===== config.mk =====
export PLATFORM = sky130hd
export DESIGN_NAME = dsp_fetch
export DESIGN_NICKNAME = d
export VERILOG_FILES = /design/src/rtl/dsp_fetch.sv
export SDC_FILE = /design/constraint.sdc
export NUM_CORES = 1
export LEC_CHECK = 0
export ABC_CLOCK_PERIOD_IN_PS = 4990
export CELL_PAD_IN_SITES_DETAIL_PLACEMENT = 1
export CELL_PAD_IN_SITES_GLOBAL_PLACEMENT = 1
export CORE_UTILIZATION = 35
export DETAILED_ROUTE_END_ITERATION = 10
export PLACE_DENSITY = 0.69
export SLEW_MARGIN = 20
export SYNTH_ARGS = -nofsm -noshare
export SYNTH_HDL_FRONTEND = slang
export SYNTH_SLANG_ARGS = --single-unit

===== constraint.sdc =====
create_clock -name clk -period 4.99 [get_ports clk]
set_clock_uncertainty 0.15 [all_clocks]
set_input_delay 0.7485 -clock clk [delete_from_list [all_inputs] [get_ports clk]]
set_output_delay 0.7485 -clock clk [all_outputs]
set_load 0.03 [all_outputs]

===== src/rtl/dsp_fetch.sv =====
// dsp_fetch: instruction fetch stage of the DSP core.
// Owns the program counter, issues reads to a 1-cycle synchronous
// instruction memory, and buffers returned words in a small prefetch FIFO
// that feeds decode over a valid/ready handshake. A redirect from the
// branch unit reloads the PC and flushes everything already fetched.
module dsp_fetch #(
  parameter int                ADDR_W   = 16,
  parameter int                INSTR_W  = 16,
  parameter logic [ADDR_W-1:0] RESET_PC = '0,
  parameter int                DEPTH    = 2
) (
  input  logic               clk,
  input  logic               rst_n,
  input  logic               jump_flag,
  input  logic [ADDR_W-1:0]  jump_addr,
  input  logic               halt,
  output logic               imem_en,
  output logic [ADDR_W-1:0]  imem_addr,
  input  logic [INSTR_W-1:0] imem_rdata,
  output logic               instr_valid,
  input  logic               instr_ready,
  output logic [INSTR_W-1:0] instr,
  output logic [ADDR_W-1:0]  instr_pc
);

  // Occupancy counts 0..DEPTH; one extra bit lets occupancy + inflight
  // be formed without overflow before the credit comparison.
  localparam int CNT_W = $clog2(DEPTH + 1);

  logic [ADDR_W-1:0] pc_reg;
  logic [ADDR_W-1:0] tag_reg;
  logic              inflight_reg;
  logic              squash_reg;
  logic [CNT_W-1:0]  count_reg;
  logic [CNT_W-1:0]  count_next;
  logic [CNT_W-1:0]  wr_idx;
  logic [CNT_W:0]    credit_use;
  logic              pop;
  logic              push;

  // Shift-register FIFO: entry 0 is always the head presented to decode.
  logic [DEPTH-1:0][INSTR_W-1:0] data_reg;
  logic [DEPTH-1:0][INSTR_W-1:0] data_next;
  logic [DEPTH-1:0][ADDR_W-1:0]  addr_reg;
  logic [DEPTH-1:0][ADDR_W-1:0]  addr_next;

  assign instr_valid = (count_reg != '0);
  assign instr       = data_reg[0];
  assign instr_pc    = addr_reg[0];
  assign pop         = instr_valid & instr_ready;

  // A slot is reserved for every outstanding read, so a request only goes
  // out when the FIFO is certain to have room for its response. The pop of
  // this cycle frees a slot early, which sustains one word per cycle.
  assign credit_use = {1'b0, count_reg}
                    + (CNT_W + 1)'(inflight_reg)
                    - (CNT_W + 1)'(pop);
  assign imem_en    = rst_n & ~jump_flag & ~halt
                    & (credit_use < (CNT_W + 1)'(DEPTH));
  assign imem_addr  = pc_reg;

  // A redirect in the same cycle discards the returning word outright.
  assign push   = inflight_reg & ~squash_reg & ~jump_flag;
  // With a simultaneous pop the new word lands one slot lower, after the shift.
  assign wr_idx = count_reg - CNT_W'(pop);

  // Next occupancy: flush wins over any push or pop.
  always_comb begin
    count_next = count_reg + CNT_W'(push) - CNT_W'(pop);
    if (jump_flag) begin
      count_next = '0;
    end
  end

  for (genvar gi = 0; gi < DEPTH; gi++) begin : g_entry
    logic               sel_push;
    logic               sel_shift;
    logic [INSTR_W-1:0] shift_data;
    logic [ADDR_W-1:0]  shift_addr;

    // Only occupied entries behind the head move up on a pop, so a lone
    // head entry keeps its value once the FIFO drains empty.
    assign sel_push  = push & (CNT_W'(gi) == wr_idx);
    assign sel_shift = pop & (CNT_W'(gi + 1) < count_reg);

    if (gi < DEPTH - 1) begin : g_shift
      assign shift_data = data_reg[gi + 1];
      assign shift_addr = addr_reg[gi + 1];
    end else begin : g_last
      assign shift_data = data_reg[gi];
      assign shift_addr = addr_reg[gi];
    end

    assign data_next[gi] = jump_flag ? data_reg[gi] :
                           sel_push  ? imem_rdata   :
                           sel_shift ? shift_data   : data_reg[gi];
    assign addr_next[gi] = jump_flag ? addr_reg[gi] :
                           sel_push  ? tag_reg      :
                           sel_shift ? shift_addr   : addr_reg[gi];
  end

  // FIFO storage update; contents are cleared only by reset.
  always_ff @(posedge clk or negedge rst_n) begin
    if (!rst_n) begin
      data_reg <= '0;
      addr_reg <= '0;
    end else begin
      data_reg <= data_next;
      addr_reg <= addr_next;
    end
  end

  // PC, outstanding-read tracking and occupancy.
  always_ff @(posedge clk or negedge rst_n) begin
    if (!rst_n) begin
      pc_reg       <= RESET_PC;
      tag_reg      <= '0;
      inflight_reg <= 1'b0;
      squash_reg   <= 1'b0;
      count_reg    <= '0;
    end else begin
      count_reg    <= count_next;
      inflight_reg <= imem_en;
      squash_reg   <= jump_flag & inflight_reg;
      if (imem_en) begin
        tag_reg <= pc_reg;
      end
      if (jump_flag) begin
        pc_reg <= jump_addr;
      end else if (imem_en) begin
        pc_reg <= pc_reg + ADDR_W'(1);
      end
    end
  end

endmodule


Word-level counts from Yosys, hierarchy flattened --
Cells that the tools add are included.
Word-level totals: register bits 100, input bits 37, output and inout bits 50, logic and storage cells 44
Cells by class: $add $sub $neg 6, order comparisons 2, equality and inequality tests 1, muxes and demuxes 7, bitwise operators 13, reductions and logical operators 6
Operators with widths (number):
- 16-bit two-way mux | 6
- 16-bit by 1-bit adder with 16-bit output (second input constant) | 1
- 1-bit AND | 10
- 2-bit nonzero test | 3
- 2-bit AND reduction | 2
- 2-bit by 1-bit subtractor with 2-bit output | 2
- 2-bit by 1-bit adder with 3-bit output | 1
- 3-bit by 2-bit less-than comparator with 1-bit output (second input constant) | 1
- 1-bit NOT | 3
- 3-bit by 1-bit subtractor with 3-bit output | 1
- 2-bit by 1-bit adder with 2-bit output | 1
- 1-bit by 2-bit equality test with 1-bit output (first input constant) | 1
- 2-bit zero test | 1
- 1-bit by 2-bit less-than comparator with 1-bit output (first input constant) | 1
- 2-bit two-way mux | 1

Longest topological paths before layout --
Gate-level depths: netlist of the first run.
depth in word-level cells 7, gate-level depth with buffers 12, gate-level depth less buffers 9

Least setup slack after synthesis of the first run --
No wires, ideal clock.
kind input to output, start input port instr_ready, end output port imem_en, arrival 2788 ps, data required time 4092 ps, slack 1303 ps, stages 9, buffers on the path 2, cell sequence nand3b_1 o21ai_0 nand2_1 fa_1 and4bb_2 nand2_1 inv_1 buf_2 buf_1
Between the ends: cells in the longest elaborated chain, start to end 4
RTL lines:
- start, declared | RTL line 21 | input logic instr_ready,
- 1-bit AND | RTL line 50 | assign pop = instr_valid & instr_ready;
- 3-bit by 1-bit subtractor with 3-bit output | RTL line 57 | - (CNT_W + 1)'(pop);
- 3-bit by 2-bit less-than comparator with 1-bit output | RTL line 59 | & (credit_use < (CNT_W + 1)'(DEPTH));
- 1-bit AND | RTL line 59
- end, declared | RTL line 17 | output logic imem_en,
No other way between the ends.

Final worst setup path of the first run --
Same ends and word-level chain as after synthesis.

==> results of run 1 <==
cell families after synthesis:
family | after synthesis
simple gates | 201
flops | 100
compound gates | 66
buf+inv | 37
mux | 33
xor+xnor | 5
fa+ha+maj | 5
placed cells by master, fill, tap and decap left out, types with 2 or more instances in the layout:
cell type        Yosys  routed
nand2_1            126     126
dfrtp_1            100     100
clkdlybuf4s50_1      0      83
nor3_1              36      36
a31oi_1             32      32
mux2_2              32      32
buf_4                1      10
o21ai_0              9       9
a221o_1              9       9
clkbuf_16            0       9
inv_1                8       8
nand3_1              8       8
nor2_1               8       7
o211ai_1             5       5
nand4_1              4       4
ha_1                 4       4
nor2b_1              3       3
xnor2_1              3       3
a21bo_2              3       3
and2_1               2       2
xor2_1               2       2
nor4_1               2       2
or4_1                2       2
or3_1                2       2
nor3b_1              2       2
clkbuf_8             0       2
final cells by class:
type	count	area (sq um)
Timing Repair Buffer	94	911
Clock buffer	12	256
Clock inverter	2	35.0
Sequential cell	100	2500
Multi-Input combinational cell	310	1870
Tap cell	172	215
Inverter	8	30.0
Fill cell	1445	6800
metrics by stage:
stage	cell area [sq um]	worst slack, ns	total power [uW]	hold slack (ns)
final	5820	1.18	3270	0.223
after floorplan	4530	1.30	2070	0.303
after CTS	5820	1.16	3320	0.233
after global routing	5820	1.05	3480	0.259
after detailed placement	5530	1.02	2600	0.343
after global placement	5530	1.09	2550	0.337
worst paths after layout:
| path | slack [ns] | from | endpoint | cells after the start |
|---|---|---|---|---|
| max in group asynchronous | 3.23 | rst_n | instr_pc[6] | 2 |
| hold reg to reg | 0.36 | g_entry[0].shift_data[15] | g_entry[0].shift_data[15] | 1 |
| hold / removal | 0.22 | rst_n | imem_addr[14] | 1 |
| min in group clk | 0.36 | g_entry[0].shift_data[15] | g_entry[0].shift_data[15] | 1 |
| setup / recovery | 1.18 | instr_ready | imem_en | 9 |
| setup reg to reg | 1.76 | count_reg[1] | imem_addr[5] | 8 |
critical path, delay by kind of cell:
kind / cells / cell delay [ns]
adders and majority gates: 1 / 0.56
AOI/OAI and AO/OA: 1 / 0.15
buffers and inverters: 3 / 0.84
and+or+nand+nor: 4 / 0.62
power by group:
part	switching, uW	total (uW)	internal, uW
Combinational	693	1240	546
Clock	285	695	410
Sequential	216	1340	1120
per-layer routing:
metal / GRT usage (%) / wire length (microns) / vias to the layer above
met3: 2.30 / 347 / 11
met1: 26.6 / 5710 / 1796
met5: 0 / 0 / -
met2: 29.3 / 5370 / 74
met4: 7.35 / 172 / 0
li1: - / - / 1725
cells in the mapped netlist, drive strengths merged (2+ instances only):
library cell,number,share of area [%]
xor2,2,0.39
nand4,4,0.55
mux2,32,8.0
nor4,3,0.55
inv,8,0.66
ha,4,1.1
a221o,9,2.0
or4,2,0.33
a31oi,32,4.4
nor2,8,0.66
or3,2,0.28
nand2,126,10
xnor2,3,0.58
a21bo,3,0.66
nor3b,2,0.33
dfrtp,100,55
o21ai,9,0.99
nor3,36,4.0
o211ai,5,0.83
nand3,8,0.88
nor2b,3,0.41
buf,10,1.2
clkbuf,19,1.6
and2,2,0.28
==> results.yml, run 1 <==
outcome:
  outcome: "finished, final reports clean"
place:
  dp_hpwl_microns: 7700
  io_buffers: 86
  gp_congestion: 0.733
  placed_cells: 684
drt:
  vias: 3606
  routed_wl_microns: 11600
  drtIter0Drc: 219
  vias_per_cell: 5.17
  wl_per_cell_microns: 16.6
  dr.pass1.iters: 4
  drc: 0
  ant_nets: 0
yosys:
  syn-instance-count: 447
  synth_fp_nets: 489
  synth-compound-area-share_pct: 10.5
  syn_avg_cell_area_sq_um: 10.1
  netlist_area_sq_mm: 0.00453
  synthSimpleGateAreaFrac_pct: 20.1
  async_reset_ff_share_pct: 100
  synth_ff_type: "dfrtp_1"
  ys_types: 43
  ys_ff_latch: 100
  synth_top_family_by_area: "simple AND/OR/NAND/NOR gates"
  yosys.area_share.adder_pct: 1.55
  ys_seq_area_share_pct: 55.3
  synth_mux_area_share_pct: 8.18
  synth-edff-count: 0
  yosysWarnings: 0
  synth-xor-area-share_pct: 0.967
global_route:
  grt_overflow_total: 0
  antenna_found_initial: 0
  grt_pass1_vias: 3751
  grt_start_max_net_pins: 67
  grt_pass1_wl_microns: 19500
  grt.total_usage_pct: 18.7
floorplan:
  io_pins: 87
  die_w_microns: 116
  core_area_sq_mm: 0.0126
  die_h_microns: 116
  rows: 41
  design.die.area_sq_mm: 0.0134
  start_util_pct: 35.9
clocking:
  cts_setup_buffers: 0
  cts_buffers: 9
  cts_resized: 0
  clock-sinks: 100
  clk-insertion-delay-late_ns: 0.34
  cts_buffer_depth: 2
  htreeDepth: 3
  cts_tree: "done"
  cts_root_buffer: "clkbuf_16"
  holdBufCountCts: 0
  path_clk_slew_ns: 0.06
setup_path:
  cp_slowest_cell: "clkdlybuf4s50_1"
  max_stage_delay_ns: 0.57
  cp_data_arrival_time_ns: 2.91
  crit_top_cell: "nand2_1"
  crit_required_ns: 4.09
  cp-start-kind: "input port"
  worstSetupPathType: "in -> out"
  end_kind: "output pin"
  worst-path-max-fanout: 6
  path_cells: "clkdlybuf4s50_1 -> nand3b_1 -> o21ai_0 -> nand2_1 -> fa_1 -> and4bb_2 -> nand2_1 -> inv_1 -> buf_4"
timing:
  fmax_mhz: 263
  fin_crit_ns: 3.81
  period_share_pct: 76.3
  tightestPinTransition_ns: 0.838
  hold_viol_final: 0
  finalSetupViolCount: 0
  slew_viol_final: 0
  slew_headroom_pct: 44.1
  rsz0062_at_grt: "no"
  setup-tns-final_ns: 0
flow_run:
  cap_violations: 0
cells_and_area:
  diodes: 0
  fin_util_pct: 46.1
  area_growth_pct: 28.5
  final_cells: 698
  finalNetCount: 565
  layout-drive-gt1-share_pct: 12.2
power_and_ir_drop:
  vdd_drop_max_v: 0.000179
  power_leakage_uw: 0.00259
  power_density_mw_per_mm2: 562
hold_path:
  hold_class: "in -> async"
(Power assumes the default switching activity.)
==> run 2: changes to the inputs <==
Settings changed: ABC_CLOCK_PERIOD_IN_PS 4990 to 3600.
Clock period 4.99 ns to 3.6 ns, I/O delays scaled along.
==> run 2 against run 1 <==
  * Sequential power is 37% higher
  * Die area did not move
  * Clock-buffer cell count stayed put
  * Sequential share of layout area decreased by 0.54 points
  * Highest routed layer unchanged
  * Non-clock buffer count rose by 10
  * Cell area grew 1.3%
  * Via count rose by 1.4%
  * Combinational power rose by 43%
  * Critical path depth is the same
==> results.yml, run 2 (same netlist as run 1, synthesis figures left out) <==
timing:
  fmax_mhz: 292
  fin_crit_ns: 3.43
  slew_viol_final: 0
  rsz0062_at_grt: "no"
  slew_headroom_pct: 49.2
  finalSetupViolCount: 0
  hold_viol_final: 0
  tightestPinTransition_ns: 0.762
  setup-tns-final_ns: 0
  period_share_pct: 95.2
  worst_slack_ns: 0.171
drt:
  drtIter0Drc: 156
  drc: 0
  dr.pass1.iters: 4
  wl_per_cell_microns: 16.3
  ant_nets: 0
  routed_wl_microns: 11600
  vias_per_cell: 5.16
  vias: 3656
cells_and_area:
  final_common_cell: "nand2_1"
  fin_util_pct: 46.7
  finalNetCount: 575
  regArea_sq_mm: 0.00250
  area_growth_pct: 30.2
  nFillCells: 1431
  finalInstanceArea_sq_mm: 0.00589
  diodes: 0
  final_cell_mix: "nand2_1 (126), dfrtp_1 (100), clkdlybuf4s50_1 (83)"
  layout-drive-gt1-share_pct: 14.0
  multi_input_area_sq_mm: 0.00187
power_and_ir_drop:
  switchingPower_uw: 1680
  p_int_uw: 2860
  clkPwrFrac_pct: 20.5
  vdd_drop_max_v: 0.000265
  power.share.switching_pct: 37.0
  power_leakage_uw: 0.00264
  combPwrFrac_pct: 38.9
  fin_total_pwr_uw: 4540
  pwr-share-seq_pct: 40.6
  power_density_mw_per_mm2: 770
setup_path:
  rr_startpoint: "count_reg[0]"
  cp-start-kind: "input port"
  worst_r2r_endpoint: "imem_addr[12]"
  reg2reg_slack_ns: 0.70
  cp_data_arrival_time_ns: 2.74
  crit_required_ns: 2.91
  worst-path-max-fanout: 6
  worstSetupPathType: "in -> out"
  rr_worst_depth: 8
  end_kind: "output pin"
clocking:
  clk-insertion-delay-late_ns: 0.34
  cts_buffers: 9
  holdBufCountCts: 1
  path_clk_slew_ns: 0.06
  clock-sinks: 100
  cts_tree: "done"
  cts_setup_buffers: 0
  htreeDepth: 3
  cts_resized: 0
  cts_buffer_depth: 2
  cts_root_buffer: "clkbuf_16"
floorplan:
  die_h_microns: 116
  die_w_microns: 116
  io_pins: 87
  start_util_pct: 35.9
  design.die.area_sq_mm: 0.0134
  rows: 41
  core_area_sq_mm: 0.0126
global_route:
  grt_start_max_net_pins: 65
  antenna_found_initial: 0
  grt.total_usage_pct: 18.8
  grt_pass1_wl_microns: 19500
  grt_overflow_total: 0
  grt_pass1_vias: 3819
flow_run:
  cap_violations: 0
place:
  place_ws_ns: 0.0211
  gp_congestion: 0.758
  dpl_cell_area_sq_mm: 0.00560
  io_buffers: 86
  dp_hpwl_microns: 7900
hold_path:
  hold_class: "reg -> reg"
  min_from: "g_entry[0].shift_data[9]"
  min_to: "g_entry[0].shift_data[9]"
  hold_path_depth: 1
outcome:
  outcome: "finished, final reports clean"
## run 2: cell types whose count changed in the layout (fill, tap and decap cells not counted)
cell	before	now
buf_4	10	19
bufinv_16	1	0
clkbuf_1	1	0
clkbuf_8	2	3
clkinv_4	0	1
clkinvlp_4	0	1
dlygate4sd3_1	0	1
## run 2: per-layer routing
layer	wire [microns]	GRT usage (%)
met3	328	2.56
met2	5570	31.0
met5	0	0
met1	5440	25.3
met4	227	7.44
## run 2: metrics by stage
step,hold WS [ns],std cells
after floorplan,0.0944,447
after global placement,0.202,693
after detailed placement,0.202,693
after CTS,0.358,709
after global routing,0.365,709
final,0.357,709
## run 2: how the worst max path moves through the flow
stage	from	endpoint	slack (ns)	cells after the start
after floorplan	count_reg[1]	imem_en	0.31	10
after global placement	instr_ready	imem_addr[12]	0.13	9
after detailed placement	instr_ready	imem_addr[12]	0.02	9
after CTS	instr_ready	imem_en	0.15	9
after global routing	instr_ready	imem_en	0.04	9
final	instr_ready	imem_en	0.17	9
## run 2: critical path, cell delays in order
cell and delay (ns):
clkdlybuf4s50_1 0.57, nand3b_1 0.13, o21ai_0 0.13, nand2_1 0.11, fa_1 0.58, and4bb_2 0.26
nand2_1 0.08, inv_1 0.15, buf_4 0.19
## run 2: cell type report
cell class | instances | share of cell area (%)
inverters | 8 | 0.509
flip-flops and latches | 100 | 42.5
repair buffers | 104 | 16.8
well taps | 172 | 3.65
multi-input cells | 310 | 31.7
clock buffers | 12 | 4.52
clock inverters | 3 | 0.361
## run 2: power by group through the flow
stage | Combinational [uW] | Sequential, uW | Clock, uW
floorplan | 658 | 2210 | 0
global placement | 1730 | 1840 | 0
detailed placement | 1780 | 1870 | 0
CTS | 1790 | 1850 | 956
global route | 1920 | 1910 | 1010
finish | 1770 | 1840 | 930
